[config.mk]
export PLATFORM = sky130hd
export DESIGN_NAME = mem_stage_ctrl
export DESIGN_NICKNAME = d
export VERILOG_FILES = /design/src/rtl/mem_stage_pkg.sv /design/src/rtl/sat_counter.sv /design/src/rtl/mem_stage_ctrl.sv
export SDC_FILE = /design/constraint.sdc
export NUM_CORES = 1
export LEC_CHECK = 0
export ABC_AREA = 1
export CAP_MARGIN = 20
export CORE_ASPECT_RATIO = 1.25
export CORE_MARGIN = 2
export CORE_UTILIZATION = 51
export DETAILED_ROUTE_END_ITERATION = 10
export PLACE_DENSITY = 0.86
export SETUP_SLACK_MARGIN = 0.4
export SLEW_MARGIN = 20
export SYNTH_ARGS = -nofsm -noshare
export SYNTH_HDL_FRONTEND = slang
export SYNTH_SLANG_ARGS = --single-unit
[constraint.sdc]
create_clock -name clk -period 2.65 [get_ports clk]
set_input_delay 0.3975 -clock clk [delete_from_list [all_inputs] [get_ports clk]]
set_output_delay 0.3975 -clock clk [all_outputs]
set_load 0.01 [all_outputs]
[src/rtl/mem_stage_pkg.sv]
// Shared types and defaults for the memory-stage request controller.
package mem_stage_pkg;

  typedef enum logic [1:0] {
    IDLE  = 2'd0,
    ISSUE = 2'd1,
    WAIT  = 2'd2,
    RESP  = 2'd3
  } state_e;

  localparam int TIMEOUT_DEFAULT = 64;

endpackage

[src/rtl/sat_counter.sv]
// Saturating up-counter with synchronous clear; holds at all-ones.
module sat_counter #(
  parameter int W = 16
) (
  input  logic         clk,
  input  logic         rst_n,
  input  logic         clr_i,
  input  logic         inc_i,
  output logic [W-1:0] cnt_o
);

  logic [W-1:0] cnt_q, cnt_d;

  always_comb begin
    cnt_d = cnt_q;
    if (clr_i)                   cnt_d = '0;
    else if (inc_i && ~&cnt_q)   cnt_d = cnt_q + 1'b1;
  end

  always_ff @(posedge clk or negedge rst_n)
    if (!rst_n) cnt_q <= '0;
    else        cnt_q <= cnt_d;

  assign cnt_o = cnt_q;

endmodule

[src/rtl/mem_stage_ctrl.sv]
// Memory-stage request controller: one access in flight, stalls the pipeline,
// checks alignment, bounds WAIT with a timeout and keeps perf counters.
module mem_stage_ctrl
  import mem_stage_pkg::*;
#(
  parameter int TIMEOUT = TIMEOUT_DEFAULT
) (
  input  logic        clk,
  input  logic        rst,
  input  logic        req_valid,
  input  logic        req_wr,
  input  logic [15:0] req_addr,
  input  logic [15:0] req_wdata,
  output logic        stall_out,
  output logic        rsp_valid,
  output logic [15:0] rsp_rdata,
  output logic        rsp_err,
  output logic        err_sticky,
  output logic [15:0] mem_addr,
  output logic [15:0] mem_wdata,
  output logic        mem_rd,
  output logic        mem_wr,
  input  logic        mem_done,
  input  logic        mem_stall,
  input  logic        mem_hit,
  input  logic        mem_err,
  input  logic [15:0] mem_rdata,
  output logic [15:0] req_cnt,
  output logic [15:0] hit_cnt
);

  localparam logic [7:0] TO8 = 8'(TIMEOUT);

  state_e      state_q, state_d;
  logic [15:0] addr_q, addr_d, wdata_q, wdata_d, rdata_q, rdata_d;
  logic        wr_q, wr_d, err_q, err_d, sticky_q;
  logic [7:0]  tcnt_q, tcnt_d;

  always_comb begin
    state_d = state_q;
    addr_d  = addr_q;
    wdata_d = wdata_q;
    wr_d    = wr_q;
    err_d   = err_q;
    rdata_d = rdata_q;
    tcnt_d  = tcnt_q;
    mem_rd  = 1'b0;
    mem_wr  = 1'b0;
    unique case (state_q)
      IDLE: if (req_valid) begin
        addr_d  = req_addr;
        wdata_d = req_wdata;
        wr_d    = req_wr;
        rdata_d = '0;
        // odd addresses never reach the memory system
        err_d   = req_addr[0];
        state_d = req_addr[0] ? RESP : ISSUE;
      end
      ISSUE: if (!mem_stall) begin
        mem_rd  = ~wr_q;
        mem_wr  = wr_q;
        tcnt_d  = '0;
        state_d = WAIT;
      end
      WAIT: begin
        if (mem_err) begin
          err_d   = 1'b1;
          state_d = RESP;
        end else if (mem_done) begin
          if (!wr_q) rdata_d = mem_rdata;
          state_d = RESP;
        end else begin
          // this cycle is WAIT cycle tcnt_q+1; give up on the TIMEOUT-th one
          if (tcnt_q < TO8) tcnt_d = tcnt_q + 8'd1;
          if (tcnt_q >= TO8 - 8'd1) begin
            err_d   = 1'b1;
            state_d = RESP;
          end
        end
      end
      RESP: state_d = IDLE;
      default: state_d = IDLE;
    endcase
  end

  always_ff @(posedge clk or negedge rst) begin
    if (!rst) begin
      state_q  <= IDLE;
      addr_q   <= '0;
      wdata_q  <= '0;
      rdata_q  <= '0;
      wr_q     <= 1'b0;
      err_q    <= 1'b0;
      tcnt_q   <= '0;
      sticky_q <= 1'b0;
    end else begin
      state_q  <= state_d;
      addr_q   <= addr_d;
      wdata_q  <= wdata_d;
      rdata_q  <= rdata_d;
      wr_q     <= wr_d;
      err_q    <= err_d;
      tcnt_q   <= tcnt_d;
      sticky_q <= sticky_q | rsp_err;
    end
  end

  assign rsp_valid  = (state_q == RESP);
  assign rsp_err    = rsp_valid & err_q;
  assign rsp_rdata  = rsp_valid ? rdata_q : 16'h0;
  assign err_sticky = sticky_q;
  assign stall_out  = (state_q == ISSUE) | (state_q == WAIT) | ((state_q == IDLE) & req_valid);
  assign mem_addr   = addr_q;
  assign mem_wdata  = wdata_q;

  sat_counter #(.W(16)) u_req_cnt (
    .clk   (clk),
    .rst_n (rst),
    .clr_i (1'b0),
    .inc_i (rsp_valid & ~err_q),
    .cnt_o (req_cnt)
  );

  sat_counter #(.W(16)) u_hit_cnt (
    .clk   (clk),
    .rst_n (rst),
    .clr_i (1'b0),
    .inc_i ((state_q == WAIT) & mem_done & mem_hit),
    .cnt_o (hit_cnt)
  );

endmodule

* After elaboration in Yosys (flattened, before gate mapping)
Index checks and enable logic that the tools add are counted.
** Word-level totals
- Word-level logic and storage cells :: 79
- Latch bits :: 0
- Output and inout bits :: 86
- Memory bits (read-only) :: 0
- Bits of input ports :: 56
- RAM bits :: 0
- Register bits after elaboration :: 93
- Memories :: 0
** Cells by class
- Div/mod/pow operators :: 0
- Order comparisons :: 2
- Reduce and logical (&&, ||, !) cells :: 14
- Multiplexer cells :: 27
- Multiply operators :: 0
- $add $sub $neg :: 3
- Shift operators :: 0
- Eq/ne operators :: 13
- Bitwise operators :: 10
** Operator list (number)
- two-way mux 16 bit :: 5
- adder 16 x 1 -> 16 bit (second input constant) :: 2
- two-way mux 8 bit :: 4
- one-hot mux 16 bit (2 select lines) :: 1
- AND reduction 16 bit :: 2
- one-hot mux 8 bit (2 select lines) :: 1
- != test 2 bit (second input constant) :: 7
- two-way mux 2 bit :: 6
- AND reduction 5 bit :: 2
- adder 8 x 1 -> 8 bit (second input constant) :: 1
- greater-or-equal comparator 8 x 6 -> 1 bit (second input constant) :: 1
- < comparator 8 x 7 -> 1 bit (second input constant) :: 1
- two-way mux 1 bit :: 8
- one-hot mux 2 bit (4 select lines) :: 1
- != test 3 bit (second input constant) :: 2
- AND 1 bit :: 5
- equality test 2 bit (second input constant) :: 2
- != test 4 bit (second input constant) :: 1
- AND reduction 4 bit :: 1
- nonzero test 2 bit :: 2
- bitwise OR 1 bit :: 3
- AND reduction 3 bit :: 1
- equality test 2 x 1 -> 1 bit (second input constant) :: 1
- logical AND 1 bit :: 2
- other kinds (5) :: 7

* Depth between registers and ports, before layout
- Word-level depth :: 5
- Mapped depth :: 10
- Depth with buffers taken out :: 8

* Hierarchy
A second synthesis with hierarchy kept.
** Second synthesis, totals
- Cell total of the unflattened synthesis :: 587
- Area, all modules :: 4927.2 um2
** Modules (own cells, without submodules)
- mem_stage_ctrl :: seq. area each 1526.5 um2, area an instance 2912.8 um2, instances 1, cells each 295
- sat_counter :: seq. area each 400.4 um2, area an instance 1007.2 um2, instances 2, cells each 146

* Least setup slack after synthesis
Ideal clock, no wire load.
- Path kind :: register to output
- Start point :: register state_q[0]
- End point :: output rsp_rdata[10]
- Path buffers :: 2
- Required time :: 2.253 ns
- Slack :: 1.052 ns
- Arrival time :: 1.201 ns
- Cell stages (with the launch flop) :: 6
- Cell sequence :: dfrtp_1 ha_1 buf_2 clkbuf_1 nand2_1 inv_1
** Between the ends
- Word-level cells in the longest chain between the ends :: 2
** RTL lines
- from (decl) :: line mem_stage_ctrl.sv:34 : state_e state_q, state_d;
- from (signal assigned) :: line mem_stage_ctrl.sv:97 : state_q <= state_d;
- equality test 2 bit :: line mem_stage_ctrl.sv:108 : assign rsp_valid = (state_q == RESP);
- net rsp_valid :: line mem_stage_ctrl.sv:15 : output logic rsp_valid,
- two-way mux 16 bit :: line mem_stage_ctrl.sv:110 : assign rsp_rdata = rsp_valid ? rdata_q : 16'h0;
- to (decl) :: line mem_stage_ctrl.sv:16 : output logic [15:0] rsp_rdata,
The timed path passes the listed nets, and every way through them passes these cells.

* Worst setup path in the final report
- Start point :: register state_q[0]
- End point :: output stall_out
** Between the ends
- Word-level cells in the longest chain between the ends :: 3
- Elaborated cells between the ends (all ways) :: 6
- Those cells by class :: eq/ne: 2; bitwise: 3; reduce/logical: 1
** RTL lines
- equality test 2 x 1 -> 1 bit, or another cell as far along :: line mem_stage_ctrl.sv:112 : assign stall_out = (state_q == ISSUE) | (state_q == WAIT) | ((state_q == IDLE) & req_valid);
- bitwise OR 1 bit / AND 1 bit (equally long branches) :: line mem_stage_ctrl.sv:112
- bitwise OR 1 bit (*) :: line mem_stage_ctrl.sv:112
- to (decl) :: line mem_stage_ctrl.sv:14 : output logic stall_out,
Every way passes the cells marked *; elsewhere a longest branch is shown, timed or not.

==> results.toml <==
[power_and_ir_drop]
seq_power_share = 0.384
finalPower_mw = 5.583
peakVddDrop_v = 0.0006646
p_sw_mw = 1.904
power_density_nw_per_um2 = 852.6
p_sw_frac = 0.3410
combPwrFrac = 0.409
clockPowerShare = 0.207
power.internal_mw = 3.679
p_leak_nw = 3.042

[synthesis]
syn_inst = 566
syn_avg_cell_area_um2 = 8.402
syn_area_um2 = 4756
ys_seq_elements = 93
synthFlopType = "dfrtp_1"
synthArstFlopShare = 1.000
synth_area_leaders = "dfrtp_1, nand2_1, mux2_2, inv_1, nand3_1"
yosysSeqAreaShare = 0.4893
ys_types = 31
synth_top_area_frac = 0.4893
synthesis.nets = 630
yosysTopAreaCell = "dfrtp_1"
synth_warnings = 0
synth_edf_count = 0

[worst_setup_path]
path_cells = "inv_1 > ha_2 > nand2_2 > nand2_1 > clkdlybuf4s50_1"
path_delay_family = "buffers and inverters"
worstSetupPathType = "reg2out"
crit_fanout = 7
worstPathRequired_ns = 2.25
crit_arrival_ns = 1.81
cpPeakStageDelay_ns = 0.53
slowest_stage = "clkdlybuf4s50_1"
endpoint_kind = "output pin"
path_buf_inv = 2
startpoint_type = "flip-flop"

[die]
die_h_um = 112.0
die-area_um2 = 10120
core_area_um2 = 9125
num_rows = 39
die_w_um = 90.37
io_pins = 142
initial_core_util = 0.5212

[sta]
slew_violations = 0
finalCritPeriodShare = 0.8322
worst_clock_skew_ns = 0.005704
rsz0062_at_grt = "yes"
worstMarginPinSlew_ns = 0.5032
max_freq_mhz = 453.4
slew_headroom = 0.6646
final.setup.tns_ns = 0
hold_violations = 0
min_period_ns = 2.205
finalSetupViolCount = 0

[placement]
post-place-cells = 819
hpwl_um = 8327
gp_congestion = 0.9004
place.port_buffers = 141

[finish]
synthToLayoutAreaGrowth_pct = 37.70
num_antenna_cells = 0
drive_above_1_share = 0.1010
final_cell_mix = "nand2_1, clkdlybuf4s50_1, dfrtp_1"
design.final.nets = 772
finalNonFillerCells = 836
fillers = 712
final_common_cell = "nand2_1"

[route]
vias = 4186
wire_per_inst_um = 13.43
drtIter0Drc = 182
dr.max_layer_used = "met4"
met1_length_um = 4538
wl_met2_um = 5792
wl_um = 11230
route.met3.wl_um = 753
first_pass_iters = 5
vias_per_cell = 5.007
antenna_left = 0
drc_errors = 0

[global_route]
grt.total_usage = 0.2334
grt_pass1_wl_um = 19230
grt_start_max_net_pins = 94
antenna_found_initial = 0
grt_pass1_vias = 4176
grt-ovfl-total = 0

[cts]
root_buffer = "clkbuf_16"
clk_pin_slew_ns = 0.06
clock_latency_ns = 0.33
ctsHoldBuffers = 0
cts_tree = "built"
clkSinkCount = 93
h-tree-depth = 3
cts_buffer_depth = 2
cts-buffers-inserted = 9

[run_status]
status = "finished clean"

[flow_run]
maxCapViolations = 0

[min_path]
min_path_type = "in2async"
[power groups by stage]
stage	clock (mW)	sequential (mW)	combinational (mW)
floorplan	0	2.25	1.11
global placement	0	2.13	2.21
detailed placement	0	2.16	2.28
CTS	1.19	2.14	2.30
global route	1.26	2.20	2.51
finish	1.16	2.14	2.29
[layout make-up]
class,instances,area (um^2),area share
flip-flops and latches,93,2327,0.3554
multi-input cells,383,2046,0.3124
repair buffers,147,1475,0.2253
inverters,74,279.0,0.04261
clock buffers,9,225.2,0.03439
well taps,123,153.9,0.02350
clock inverters,7,42.54,0.006496
[path summary, 6_finish.rpt]
path	cells after the start	to	start	slack (ns)
max	5	stall_out	state_q[0]	0.44
min	2	rdata_q[5]	rst	0.11
max reg2reg	9	tcnt_q[0]	state_q[0]	0.66
min reg2reg	1	err_sticky	err_sticky	0.50
max in group asynchronous	2	mem_wdata[9]	rst	2.15
min in group clk	1	err_sticky	err_sticky	0.50
[through the flow]
stage                     setup slack (ns)    util  hold WS, ns  area (um^2)
final                               0.4446  0.7177       0.1091         6549
after global routing                0.3678  0.7177       0.1416         6549
after CTS                           0.4032  0.7158       0.1313         6531
after detailed placement            0.4542  0.6863       0.4840         6262
after global placement              0.5051  0.6863       0.4517         6262
after floorplan                      1.052       -       0.1019         4756
[synthesized netlist by cell type (2+ instances only)]
| cell type | n |
|---|---|
| o21ai_4 | 2 |
| buf_6 | 4 |
| xor2_1 | 4 |
| nand4_1 | 13 |
| nand3_1 | 42 |
| xnor2_1 | 14 |
| o21ai_1 | 2 |
| inv_1 | 70 |
| buf_4 | 2 |
| nand2_2 | 3 |
| inv_2 | 2 |
| or2_2 | 3 |
| o21ai_0 | 31 |
| nand3_2 | 2 |
| clkbuf_1 | 2 |
| nor2_1 | 42 |
| buf_2 | 7 |
| dfrtp_1 | 93 |
| ha_1 | 8 |
| mux2_2 | 31 |
| nand2_1 | 179 |
[per-layer routing]
layer	global-route usage	vias up
met1	0.2861	1965
met2	0.4135	143
li1	-	2064
met3	0.06157	14
met5	0	-
met4	0.05333	0
[what timing repair did]
item / in CTS / in global routing
setup endpoints to repair: 8 / 15
buffers inserted: 0 / 1
resized for setup: 3 / 7
gates cloned: 0 / 0
[sequential cells by signal (all words and copies together) (netlist names), 2 cells and up]
signal,count
state_q,2
mem_addr,16
mem_wdata,16
u_req_cnt.cnt_o,16
rdata_q,16
tcnt_q,8
u_hit_cnt.cnt_o,16
[kinds of logic after synthesis]
kind of cell / share of synthesized area
AND/OR/NAND/NOR: 0.2539
flip-flops: 0.4893
buffers and inverters: 0.08103
AO/OA/AOI/OAI: 0.04815
multiplexers: 0.07340
XOR/XNOR: 0.03315
adder cells (fa/ha/maj): 0.02105
Power figures use the tool's default switching activity.
